===== config.mk =====
export PLATFORM = sky130hd
export DESIGN_NAME = idp_ctrl_flat
export DESIGN_NICKNAME = d
export VERILOG_FILES = /design/src/rtl/idp_pkg.sv /design/src/rtl/idp_ctrl_if.sv /design/src/rtl/idp_ctrl_decode.sv /design/src/rtl/idp_ctrl.sv /design/src/flat_wrapper.sv
export SDC_FILE = /design/constraint.sdc
export NUM_CORES = 1
export LEC_CHECK = 0
export CORE_UTILIZATION = 44
export CTS_CLUSTER_SIZE = 28
export DETAILED_ROUTE_END_ITERATION = 8
export PLACE_DENSITY_LB_ADDON = 0.12
export SKIP_CTS_REPAIR_TIMING = 1
export SYNTH_ARGS = -nofsm -noshare
export SYNTH_HDL_FRONTEND = slang
export SYNTH_SLANG_ARGS = --single-unit

===== constraint.sdc =====
create_clock -name clk -period 2.9 [get_ports clk]
set_clock_uncertainty 0.1 [all_clocks]
set_input_delay 0.58 -clock clk [delete_from_list [all_inputs] [get_ports clk]]
set_output_delay 0.58 -clock clk [all_outputs]
set_load 0.03 [all_outputs]

===== src/rtl/idp_pkg.sv =====
// Shared types and constants for the idp sequencer: FSM states, instruction classes,
// branch conditions and instruction field positions.
package idp_pkg;

  typedef enum logic [2:0] {
    ST_IDLE,
    ST_FETCH,
    ST_DECODE,
    ST_FETCH_IMM,
    ST_EXEC,
    ST_HALT
  } state_e;

  localparam logic [1:0] CLS_ALU_REG = 2'b00;
  localparam logic [1:0] CLS_ALU_IMM = 2'b01;
  localparam logic [1:0] CLS_BRANCH  = 2'b10;
  localparam logic [1:0] CLS_HALT    = 2'b11;

  localparam logic [1:0] COND_ALWAYS = 2'b00;
  localparam logic [1:0] COND_Z      = 2'b01;
  localparam logic [1:0] COND_N      = 2'b10;
  localparam logic [1:0] COND_C      = 2'b11;

  localparam int CLS_MSB  = 15;
  localparam int CLS_LSB  = 14;
  localparam int OP_MSB   = 13;
  localparam int OP_LSB   = 10;
  localparam int RD_MSB   = 9;
  localparam int RD_LSB   = 7;
  localparam int RS1_MSB  = 6;
  localparam int RS1_LSB  = 4;
  localparam int RS2_MSB  = 3;
  localparam int RS2_LSB  = 1;
  localparam int COND_MSB = 13;
  localparam int COND_LSB = 12;
  localparam int OFF_MSB  = 11;

  typedef struct packed {
    logic [1:0] cls;
    logic [3:0] aluop;
    logic [2:0] rd;
    logic [2:0] rs1;
    logic [2:0] rs2;
    logic [1:0] cond;
  } dec_t;

  function automatic logic cond_met(input logic [1:0] cond, input logic nf,
                                    input logic zf, input logic cf);
    case (cond)
      COND_Z:  return zf;
      COND_N:  return nf;
      COND_C:  return cf;
      default: return 1'b1;
    endcase
  endfunction

endpackage


===== src/rtl/idp_ctrl_if.sv =====
// Instruction-memory fetch port plus the idp datapath control/flag bundle.
interface idp_ctrl_if #(parameter int PC_W = 8);
  logic [PC_W-1:0] imem_addr;
  logic            imem_rd;
  logic [15:0]     imem_data;
  logic            imem_valid;
  logic            N;
  logic            Z;
  logic            C;
  logic            en;
  logic            sel;
  logic [2:0]      write_add;
  logic [2:0]      fir_add;
  logic [2:0]      sec_add;
  logic [3:0]      opcode;
  logic [15:0]     secin;

  modport master (
    output imem_addr, imem_rd, en, sel, write_add, fir_add, sec_add, opcode, secin,
    input  imem_data, imem_valid, N, Z, C
  );

  modport slave (
    input  imem_addr, imem_rd, en, sel, write_add, fir_add, sec_add, opcode, secin,
    output imem_data, imem_valid, N, Z, C
  );
endinterface


===== src/rtl/idp_ctrl_decode.sv =====
// Pure combinational split of the instruction register into its fields;
// the branch offset is sign-extended or truncated to the PC width.
module idp_ctrl_decode
  import idp_pkg::*;
#(
  parameter int PC_W = 8
) (
  input  logic [15:0]     ir_i,
  output dec_t            dec_o,
  output logic [PC_W-1:0] offset_o
);

  logic unused_ir_bit;

  always_comb begin
    dec_o.cls   = ir_i[CLS_MSB:CLS_LSB];
    dec_o.aluop = ir_i[OP_MSB:OP_LSB];
    dec_o.rd    = ir_i[RD_MSB:RD_LSB];
    dec_o.rs1   = ir_i[RS1_MSB:RS1_LSB];
    dec_o.rs2   = ir_i[RS2_MSB:RS2_LSB];
    dec_o.cond  = ir_i[COND_MSB:COND_LSB];
    offset_o    = PC_W'($signed(ir_i[OFF_MSB:0]));
  end

  assign unused_ir_bit = ir_i[0];

endmodule


===== src/rtl/idp_ctrl.sv =====
// Multi-cycle fetch/decode/execute sequencer driving the idp register file and ALU.
// All outputs come straight from registers; the datapath sees no input-to-output path.
module idp_ctrl #(
  parameter int PC_W = 8
) (
  input  logic        clk,
  input  logic        rst,
  input  logic        start,
  idp_ctrl_if.master  bus,
  output logic        busy,
  output logic        halted
);
  import idp_pkg::*;

  state_e          state_q;
  logic [PC_W-1:0] pc_q;
  logic [15:0]     ir_q;
  logic [15:0]     imm_q;
  logic            nf_q, zf_q, cf_q;
  logic            imem_rd_q, busy_q, halted_q;
  logic            en_q, sel_q;
  logic [2:0]      wa_q, fa_q, sa_q;
  logic [3:0]      op_q;

  dec_t            dec;
  logic [PC_W-1:0] offset;
  logic [PC_W-1:0] pc_inc_d;
  logic [PC_W-1:0] pc_br_d;
  logic            take_d;

  idp_ctrl_decode #(.PC_W(PC_W)) u_decode (
    .ir_i     (ir_q),
    .dec_o    (dec),
    .offset_o (offset)
  );

  // PC already points past the branch word, so step back one for the branch's own PC.
  always_comb begin
    pc_inc_d = pc_q + PC_W'(1);
    pc_br_d  = pc_q - PC_W'(1) + offset;
    take_d   = cond_met(dec.cond, nf_q, zf_q, cf_q);
  end

  always_ff @(posedge clk) begin
    if (!rst) begin
      state_q   <= ST_IDLE;
      pc_q      <= '0;
      ir_q      <= '0;
      imm_q     <= '0;
      nf_q      <= 1'b0;
      zf_q      <= 1'b0;
      cf_q      <= 1'b0;
      imem_rd_q <= 1'b0;
      busy_q    <= 1'b0;
      halted_q  <= 1'b0;
      en_q      <= 1'b0;
      sel_q     <= 1'b0;
      wa_q      <= '0;
      fa_q      <= '0;
      sa_q      <= '0;
      op_q      <= '0;
    end else begin
      en_q  <= 1'b0;
      sel_q <= 1'b0;
      wa_q  <= '0;
      fa_q  <= '0;
      sa_q  <= '0;
      op_q  <= '0;
      case (state_q)
        ST_IDLE, ST_HALT: begin
          if (start) begin
            state_q   <= ST_FETCH;
            imem_rd_q <= 1'b1;
            busy_q    <= 1'b1;
            halted_q  <= 1'b0;
          end
        end
        ST_FETCH: begin
          if (bus.imem_valid) begin
            ir_q      <= bus.imem_data;
            pc_q      <= pc_inc_d;
            imem_rd_q <= 1'b0;
            state_q   <= ST_DECODE;
          end
        end
        ST_DECODE: begin
          case (dec.cls)
            CLS_ALU_REG: begin
              state_q <= ST_EXEC;
              en_q    <= 1'b1;
              wa_q    <= dec.rd;
              fa_q    <= dec.rs1;
              sa_q    <= dec.rs2;
              op_q    <= dec.aluop;
            end
            CLS_ALU_IMM: begin
              state_q   <= ST_FETCH_IMM;
              imem_rd_q <= 1'b1;
            end
            CLS_BRANCH: state_q <= ST_EXEC;
            default: begin
              state_q  <= ST_HALT;
              busy_q   <= 1'b0;
              halted_q <= 1'b1;
            end
          endcase
        end
        ST_FETCH_IMM: begin
          if (bus.imem_valid) begin
            imm_q     <= bus.imem_data;
            pc_q      <= pc_inc_d;
            imem_rd_q <= 1'b0;
            state_q   <= ST_EXEC;
            en_q      <= 1'b1;
            sel_q     <= 1'b1;
            wa_q      <= dec.rd;
            fa_q      <= dec.rs1;
            op_q      <= dec.aluop;
          end
        end
        ST_EXEC: begin
          if (dec.cls == CLS_BRANCH) begin
            if (take_d) pc_q <= pc_br_d;
          end else begin
            {nf_q, zf_q, cf_q} <= {bus.N, bus.Z, bus.C};
          end
          // IMM doubles as the secin driver, so clear it once EXEC is over.
          imm_q     <= '0;
          imem_rd_q <= 1'b1;
          state_q   <= ST_FETCH;
        end
        default: state_q <= ST_IDLE;
      endcase
    end
  end

  assign bus.imem_addr = pc_q;
  assign bus.imem_rd   = imem_rd_q;
  assign bus.en        = en_q;
  assign bus.sel       = sel_q;
  assign bus.write_add = wa_q;
  assign bus.fir_add   = fa_q;
  assign bus.sec_add   = sa_q;
  assign bus.opcode    = op_q;
  assign bus.secin     = imm_q;
  assign busy          = busy_q;
  assign halted        = halted_q;

endmodule


===== src/flat_wrapper.sv =====
// flat-port wrapper written by rule: the top's interface ports become plain ports
module idp_ctrl_flat import idp_pkg::*;
#(
  parameter int PC_W = 8
)
  (clk, rst, start, busy, halted, bus_imem_addr, bus_imem_rd, bus_en, bus_sel, bus_write_add, bus_fir_add, bus_sec_add, bus_opcode, bus_secin, bus_imem_data, bus_imem_valid, bus_N, bus_Z, bus_C);
  idp_ctrl_if #(.PC_W(PC_W)) bus_i ();
  input  logic clk;
  input  logic rst;
  input  logic start;
  output logic busy;
  output logic halted;
  output wire logic [$bits(bus_i.imem_addr)-1:0] bus_imem_addr;
  output wire logic [$bits(bus_i.imem_rd)-1:0] bus_imem_rd;
  output wire logic [$bits(bus_i.en)-1:0] bus_en;
  output wire logic [$bits(bus_i.sel)-1:0] bus_sel;
  output wire logic [$bits(bus_i.write_add)-1:0] bus_write_add;
  output wire logic [$bits(bus_i.fir_add)-1:0] bus_fir_add;
  output wire logic [$bits(bus_i.sec_add)-1:0] bus_sec_add;
  output wire logic [$bits(bus_i.opcode)-1:0] bus_opcode;
  output wire logic [$bits(bus_i.secin)-1:0] bus_secin;
  input wire logic [$bits(bus_i.imem_data)-1:0] bus_imem_data;
  input wire logic [$bits(bus_i.imem_valid)-1:0] bus_imem_valid;
  input wire logic [$bits(bus_i.N)-1:0] bus_N;
  input wire logic [$bits(bus_i.Z)-1:0] bus_Z;
  input wire logic [$bits(bus_i.C)-1:0] bus_C;
  assign bus_imem_addr = bus_i.imem_addr;
  assign bus_imem_rd = bus_i.imem_rd;
  assign bus_en = bus_i.en;
  assign bus_sel = bus_i.sel;
  assign bus_write_add = bus_i.write_add;
  assign bus_fir_add = bus_i.fir_add;
  assign bus_sec_add = bus_i.sec_add;
  assign bus_opcode = bus_i.opcode;
  assign bus_secin = bus_i.secin;
  assign bus_i.imem_data = bus_imem_data;
  assign bus_i.imem_valid = bus_imem_valid;
  assign bus_i.N = bus_N;
  assign bus_i.Z = bus_Z;
  assign bus_i.C = bus_C;
  idp_ctrl #(.PC_W(PC_W)) u_core (.clk(clk), .rst(rst), .start(start), .bus(bus_i), .busy(busy), .halted(halted));
endmodule

======== Yosys cells after proc, flatten, opt, wreduce, memory -nomap -nowiden ========
Cells that the tools add are included.
storage, ports and cells
  register bits after elaboration ......... 64
  bits in latches ......................... 0
  memory bits (writable) .................. 0
  bits in read-only memories .............. 0
  input bits .............................. 23
  output and inout bits ................... 42
  memories kept ........................... 0
cells by class
  $add $sub $neg .......................... 3
  multipliers ............................. 0
  div/mod/pow operators ................... 0
  magnitude comparators ................... 0
  equality and inequality tests ........... 18
  shifts and indexed selects .............. 0
  muxes and demuxes ....................... 33
  bitwise logic cells ..................... 1
  reductions and logical operators ........ 19
operator list
  cell                 number
  $pmux 16 s2          1
  $mux 8               3
  $mux 3               7
  $pmux 3 s2           3
  $mux 16              1
  $pmux 8 s2           1
  $pmux 3 s5           1
  $reduce_and 3->1     3
  $add 8x1->8 const B  1
  $add 8x8->8          1
  $mux 1               8
  $mux 4               2
  $ne 2x1->1 const B   4
  $ne 2x2->1 const B   4
  $pmux 4 s2           1
  $reduce_and 2->1     4
  $reduce_and 4->1     2
  $sub 8x1->8 const B  1
  $eq 2x2->1 const B   3
  $eq 3x2->1 const B   2
  $eq 3x3->1 const B   2
  $pmux 1 s2           3
  $reduce_bool 2->1    3
  $reduce_or 2->1      3
  9 further kinds      10

======== Depth between registers and ports, before layout ========
Gate-level depths: netlist of run 1.
  depth after elaboration ................. 5
  mapped depth ............................ 10
  gate-level depth less buffers ........... 10

======== Cells and area by module ========
A second synthesis of run 1 with hierarchy kept.
unflattened totals
  cells, all modules ...................... 381
  area, all modules ....................... 3164.3 um^2
by module, submodules not included
  module           times used  cells each  area an instance (um^2)  seq. area each (um^2)
  idp_ctrl         1           356         2976.6                   1281.2
  idp_ctrl_decode  1           25          187.7                    0.0

======== Worst setup path before layout of run 1 ========
OpenSTA, ideal clock, no wires.
  path type ............................... register to register
  start point ............................. register u_core.pc_q[1], in the netlist u_core.bus.imem_addr[1]
  end point ............................... register u_core.pc_q[7], in the netlist u_core.bus.imem_addr[7]
  setup time .............................. 125 ps
  arrival ................................. 2240 ps
  path slack .............................. 435 ps
  stages on the path, launching flop included .. 11
  path buffers ............................ 0
  period minus slack after synthesis ...... 2465 ps
  cell sequence ........................... dfxtp_1 inv_1 ha_1 inv_1 ha_1 fa_1 a211oi_1 o21bai_1 a21oi_1 xnor2_1 o211ai_2
between the ends
  longest elaborated chain between the ends .. 5
  elaborated cells between the ends (all ways) .. 7
  classes of those cells .................. add/sub (3); mux (4)
ends and longest elaborated chain
  what                    RTL line         RTL
  start, declared         idp_ctrl.sv:16   logic [PC_W-1:0] pc_q;
  start signal, assigned  idp_ctrl.sv:81   pc_q <= pc_inc_d;
  start signal, assigned  idp_ctrl.sv:111  pc_q <= pc_inc_d;
  start signal, assigned  idp_ctrl.sv:123  if (take_d) pc_q <= pc_br_d;
  $sub 8x1->8             idp_ctrl.sv:40   pc_br_d = pc_q - PC_W'(1) + offset;
  $add 8x8->8             idp_ctrl.sv:40
  $mux 8                  idp_ctrl.sv:123
  $mux 8                  idp_ctrl.sv:122  if (dec.cls == CLS_BRANCH) begin
  $pmux 8 s2 (*)          idp_ctrl.sv:69   case (state_q)
Mark *: on every way between the ends. The rest lies on a longest branch, timed or not. The select of a mux whose other input is x is not followed.
A chain may end at the register's enable or synchronous reset.

======== Worst setup path in the final report of run 1 ========
Ends and elaborated chain as after synthesis.

==> results of run 1 <==
## cells by family after synthesis
kind of cell / after synthesis / share of synthesized area (%)
AOI/OAI and AO/OA: 84 / 17.5
xor gates and xnor gates: 11 / 3.31
adders and majority gates: 15 / 6.70
buffers and inverters: 47 / 6.66
DFF: 64 / 44.0
muxes: 1 / 0.344
and+or+nand+nor: 135 / 21.5
## routing by layer
layer | wire length [µm] | GRT usage, %
met4 | 110 | 9.56
met3 | 496 | 4.08
met2 | 3090 | 32.6
met5 | 0 | 0
met1 | 3350 | 29.2
## flip-flops by register name, summed over array words and instances, names as in the netlist, 3 cells and up
register and flops:
u_core.bus.fir_add 3, u_core.bus.imem_addr 8, u_core.bus.opcode 4, u_core.bus.sec_add 3, u_core.bus.secin 16, u_core.bus.write_add 3, u_core.ir_q 16, u_core.state_q 3
## worst min-delay path: stages, from the launching register on
cell	delay, ns
dfxtp_1	0.31
nand2_1	0.05
a21oi_1	0.05
## cells in the mapped netlist, types with 2 or more instances
master    instances
nor2_2            2
o221a_2           2
nand2_1          71
buf_2             5
nand4_1           2
nand3_1          18
inv_1            32
nor2_1           16
xnor2_1           8
and2_1            4
a31oi_1           2
nor2b_1           8
xor2_1            3
ha_1             14
clkbuf_1          7
nand2b_1          3
o21ai_0           8
o22ai_1           2
a21oi_1          49
a211oi_1          2
dfxtp_1          64
and3_1            2
a21o_1            3
o21ai_1           3
nor3_1            2
o21bai_1          2
## metrics by stage
step,util [%],total power [µW]
floorplan,-,1150
global placement,56.9,1250
detailed placement,56.9,1260
CTS,60.6,2170
global route,60.6,2250
finish,60.6,2150
## cell type report
class,count,area share [%]
Multi-Input combinational cell,246,37.2
Inverter,32,3.10
Clock inverter,6,2.81
Sequential cell,64,33.1
Clock buffer,9,3.20
Tap cell,77,2.49
Timing Repair Buffer,72,18.1
## power groups by stage
stage	clock network, µW	registers (µW)	logic [µW]
2_1_floorplan	0	961	192
3_3_place_gp	0	952	303
3_5_place_dp	0	953	308
4_1_cts	926	932	310
5_1_grt	969	937	339
6_report	911	933	308
## worst paths after layout
kind / startpoint / to / slack (ns) / cells past startpoint
setup / recovery: u_core.bus.imem_addr[1]$_SDFFE_PN0P_ / u_core.bus.imem_addr[7]$_SDFFE_PN0P_ / 0.48 / 10
hold / removal: u_core.ir_q[11]$_SDFFE_PN0P_ / u_core.ir_q[11]$_SDFFE_PN0P_ / 0.36 / 2
setup reg to reg: u_core.bus.imem_addr[1]$_SDFFE_PN0P_ / u_core.bus.imem_addr[7]$_SDFFE_PN0P_ / 0.48 / 10
hold reg to reg: u_core.ir_q[11]$_SDFFE_PN0P_ / u_core.ir_q[11]$_SDFFE_PN0P_ / 0.36 / 2
==> impl_metrics.tcl, run 1 <==
set metrics [dict create \
    via_per_inst 5.22 \
    drive_gt1_share_pct 7.46 \
    postSynthAreaPerCell_um2 8.16 \
    grt_pass1_wl_um 11800 \
    final_common_cell "nand2_1" \
    synth_async_sr_flop_share_pct 0 \
    cts_tree "yes" \
    synth_top_area_cell "dfxtp_1" \
    dr.pass1.iters 4 \
    min_period_ns 2.42 \
    drv_slew 0 \
    numCtsBuffers 9 \
    antennaDiodeCount 0 \
    hold_viol_final 0 \
    netlist.area_leader.share_pct 44.0 \
    fin_nets 463 \
    worst_pin_slew_ns 0.751 \
    vias 2643 \
    clk_latency_ns 0.33 \
    worstSetupPathType "reg2reg" \
    initial_core_util_pct 45.6 \
    mostFrequentLayoutCells "71 x nand2_1, 64 x clkdlybuf4s50_1, 64 x dfxtp_1" \
    place_inst 491 \
    die-area_um2 6950 \
    overflow 0 \
    grt_max_degree 21 \
    drv_cap 0 \
    rows 29 \
    fmax_mhz 413 \
    maxSlewHeadroom_pct 49.8 \
    hold_class "reg2reg" \
    core_area_um2 6390 \
    pre_cts_ws_ns 0.436 \
    power.density_nw_per_um2 556 \
    antenna_found_initial 0 \
    ys_ff_latch 64 \
    routabilityCongestion 0.872 \
    period_share_pct 83.6 \
    arrival_ns 2.54 \
    ys.flop_type "dfxtp_1" \
    fill_cells 577 \
    grt_pass1_vias 2513 \
    hpwl_um 5060 \
    cts-root-buf "clkbuf_8" \
    syn_to_final_growth_pct 32.8 \
    path_delay_family "adder cells" \
    setup_viol 0 \
    status "finished, final reports clean" \
    power.switching_uw 541 \
    syn_area_um2 2910 \
    port_buffers 64 \
    p_sw_share_pct 25.1 \
    crit_fanout 5 \
    syn_inst 357 \
    p_leak_uw 0.00143 \
    dpl_cell_area_um2 3640 \
    wl_um 7040 \
    wl_per_cell_um 13.9 \
    yosys-top-cells-area "dfxtp_1 44%, nand2_1 9.1%, a21oi_1 8.4%, ha_1 6.0%, inv_1 4.1%" \
    clockBufferDepth 2 \
    htreeDepth 3 \
    antenna_left 0 \
    drc 0 \
    die_x_um 83.4 \
    start_kind "flop" \
    p_int_uw 1610 \
    hold_ws_ns 0.356 \
    io_pins 65 \
    clk_pin_slew_worst_paths_ns 0.07 \
    combPwrFrac_pct 14.3 \
    power_frac_seq_pct 43.3 \
    fin_area_um2 3870 \
    multi_input_area_um2 1440 \
    grt_use_total_pct 21.3 \
    syn-num-nets 395 \
    slowest_delay_ns 0.43 \
    cp_cell_sequence "inv_1 -> ha_1 -> inv_1 -> ha_1 -> fa_1 -> a211oi_1 -> o21bai_1 -> a21oi_1 -> xnor2_1 -> o211ai_2" \
    synth_cell_types 49 \
    worstPathRequired_ns 3.02 \
    worst_slack_ns 0.476 \
    cts.sinks 64 \
    crit_slowest_cell "fa_1" \
    ir_worst_vdd_mv 0.445 \
    die_y_um 83.4 \
    layout.area.seq_um2 1280 \
    fin_tns_setup_ns 0 \
    synth_edf_count 0 \
    yosys_warnings 0 \
    crit_path_end_kind "flop" \
    cp_num_buf_inv 2 \
    fin_cells 506 \
    pwr-share-clk_pct 42.3 \
    rsz0062_at_grt "false" \
    seq_area_frac_synth_pct 44.0 \
    drt_iter0_markers 105 \
]
No activity file was read; power rests on OpenSTA's default activity.
==> run 2, diff against run 1 <==
==> constraint.sdc (replaced) <==
create_clock -name clk -period 2 [get_ports clk]
set_clock_uncertainty 0.1 [all_clocks]
set_input_delay 0.4 -clock clk [delete_from_list [all_inputs] [get_ports clk]]
set_output_delay 0.4 -clock clk [all_outputs]
set_load 0.03 [all_outputs]
==> run 2 against run 1 <==
  * The flow now finishes with violations (negative setup slack)
  * Final area up 8.4%
  * Largest power group unchanged
  * Via count up 3.4%
  * First-iteration DRC count down 23%
  * Routed wire length up 8.7%
  * Clock-buffer cell count up 1
  * Cell count up 5.9%
  * Maximum frequency up 14%
  * Critical path depth unchanged
  * Critical endpoint unchanged
  * Global-route usage up 1.4 points
  * Worst hold slack worse by 0.0020 ns
==> impl_metrics.tcl, run 2 (synthesis gave the netlist of run 1 again) <==
set metrics [dict create \
    clockBufferDepth 2 \
    fmax_mhz 472 \
    hold_ws_ns 0.354 \
    core_area_um2 6390 \
    p_leak_uw 0.00167 \
    min_period_ns 2.12 \
    arrival_ns 2.25 \
    routabilityCongestion 0.937 \
    syn_to_final_growth_pct 44.0 \
    die-area_um2 6950 \
    drive_gt1_share_pct 18.3 \
    power.density_nw_per_um2 696 \
    antenna_left 0 \
    drv_cap 0 \
    wl_um 7650 \
    cts.sinks 64 \
    grt_max_degree 19 \
    status "finished with violations" \
    worstSetupPathType "reg2reg" \
    die_x_um 83.4 \
    hpwl_um 5480 \
    pre_cts_ws_ns -0.226 \
    fin_nets 493 \
    setup_viol 2 \
    clk_pin_slew_worst_paths_ns 0.07 \
    violations "negative setup slack" \
    ir_worst_vdd_mv 0.438 \
    io_pins 65 \
    final_common_cell "nand2_1" \
    cts_tree "yes" \
    numCtsBuffers 9 \
    vias 2733 \
    rows 29 \
    clk_latency_ns 0.34 \
    mostFrequentLayoutCells "71 x nand2_1, 59 x clkdlybuf4s50_1, 58 x dfxtp_1" \
    htreeDepth 3 \
    drc 0 \
    crit_fanout 3 \
    hold_class "reg2reg" \
    start_kind "flop" \
    worst_slack_ns -0.119 \
    fin_tns_setup_ns -0.155 \
    drt_iter0_markers 81 \
    worst_pin_slew_ns 0.507 \
    crit_path_end_kind "flop" \
    antennaDiodeCount 0 \
    initial_core_util_pct 45.6 \
    hold_viol_final 0 \
    fill_cells 561 \
    grt_use_total_pct 22.7 \
    grt_pass1_vias 2536 \
    via_per_inst 5.10 \
    grt_pass1_wl_um 12400 \
    drv_slew 0 \
    wl_per_cell_um 14.3 \
    dr.pass1.iters 5 \
    overflow 0 \
    antenna_found_initial 0 \
    period_share_pct 106 \
    port_buffers 64 \
    maxSlewHeadroom_pct 66.1 \
    rsz0062_at_grt "true" \
    die_y_um 83.4 \
    worstPathRequired_ns 2.13 \
    cts-root-buf "clkbuf_8" \
]
[run 2: layout make-up]
class	count	area [µm²]	area share [%]
clock buffer	10	149	3.55
clock inverter	5	31.3	0.746
inverter	32	125	2.98
multi-input combinational	246	1520	36.3
sequential	64	1290	30.8
tap	77	96.3	2.30
timing repair buffer	102	976	23.3
[run 2: path summary, 6_finish.rpt]
kind / slack [ns] / to / from / cells past startpoint
max: -0.12 / u_core.bus.imem_addr[7]$_SDFFE_PN0P_ / u_core.bus.imem_addr[1]$_SDFFE_PN0P_ / 10
min: 0.35 / u_core.bus.secin[8]$_SDFFE_PN0P_ / u_core.bus.secin[8]$_SDFFE_PN0P_ / 2
max reg2reg: -0.12 / u_core.bus.imem_addr[7]$_SDFFE_PN0P_ / u_core.bus.imem_addr[1]$_SDFFE_PN0P_ / 10
min reg2reg: 0.35 / u_core.bus.secin[8]$_SDFFE_PN0P_ / u_core.bus.secin[8]$_SDFFE_PN0P_ / 2
[run 2: per-stage QoR]
| stage | utilization, % | area [µm²] | power (µW) | std cells |
|---|---|---|---|---|
| 5_1_grt | 65.7 | 4190 | 3070 | 536 |
| 3_5_place_dp | 61.7 | 3940 | 1910 | 520 |
| 6_report | 65.7 | 4190 | 2920 | 536 |
| 2_1_floorplan | - | 2960 | 1690 | 357 |
| 4_1_cts | 64.5 | 4120 | 2920 | 535 |
| 3_3_place_gp | 61.7 | 3940 | 1900 | 520 |
[run 2: layer usage]
metal | track usage, % | vias up | routed length [µm]
li1 | - | 1395 | -
met1 | 30.6 | 1253 | 3590
met2 | 34.9 | 68 | 3550
met3 | 4.27 | 17 | 322
met4 | 10.7 | 0 | 191
met5 | 0 | - | 0
[run 2: power by group]
group          switching (µW)  leakage [µW]  internal [µW]
clock                     499     0.0000930            513
sequential               30.9      0.000522           1310
combinational             286       0.00106            279
total                     816       0.00167           2100
[run 2: worst max-delay path, stage by stage, from the launching register on]
cell and delay [ns]:
dfxtp_4 0.34, inv_2 0.04, ha_4 0.25, inv_2 0.03, ha_4 0.15, fa_2 0.37
a211oi_2 0.19, o21bai_1 0.08, a21oi_1 0.18, xnor2_1 0.17, o211ai_2 0.10
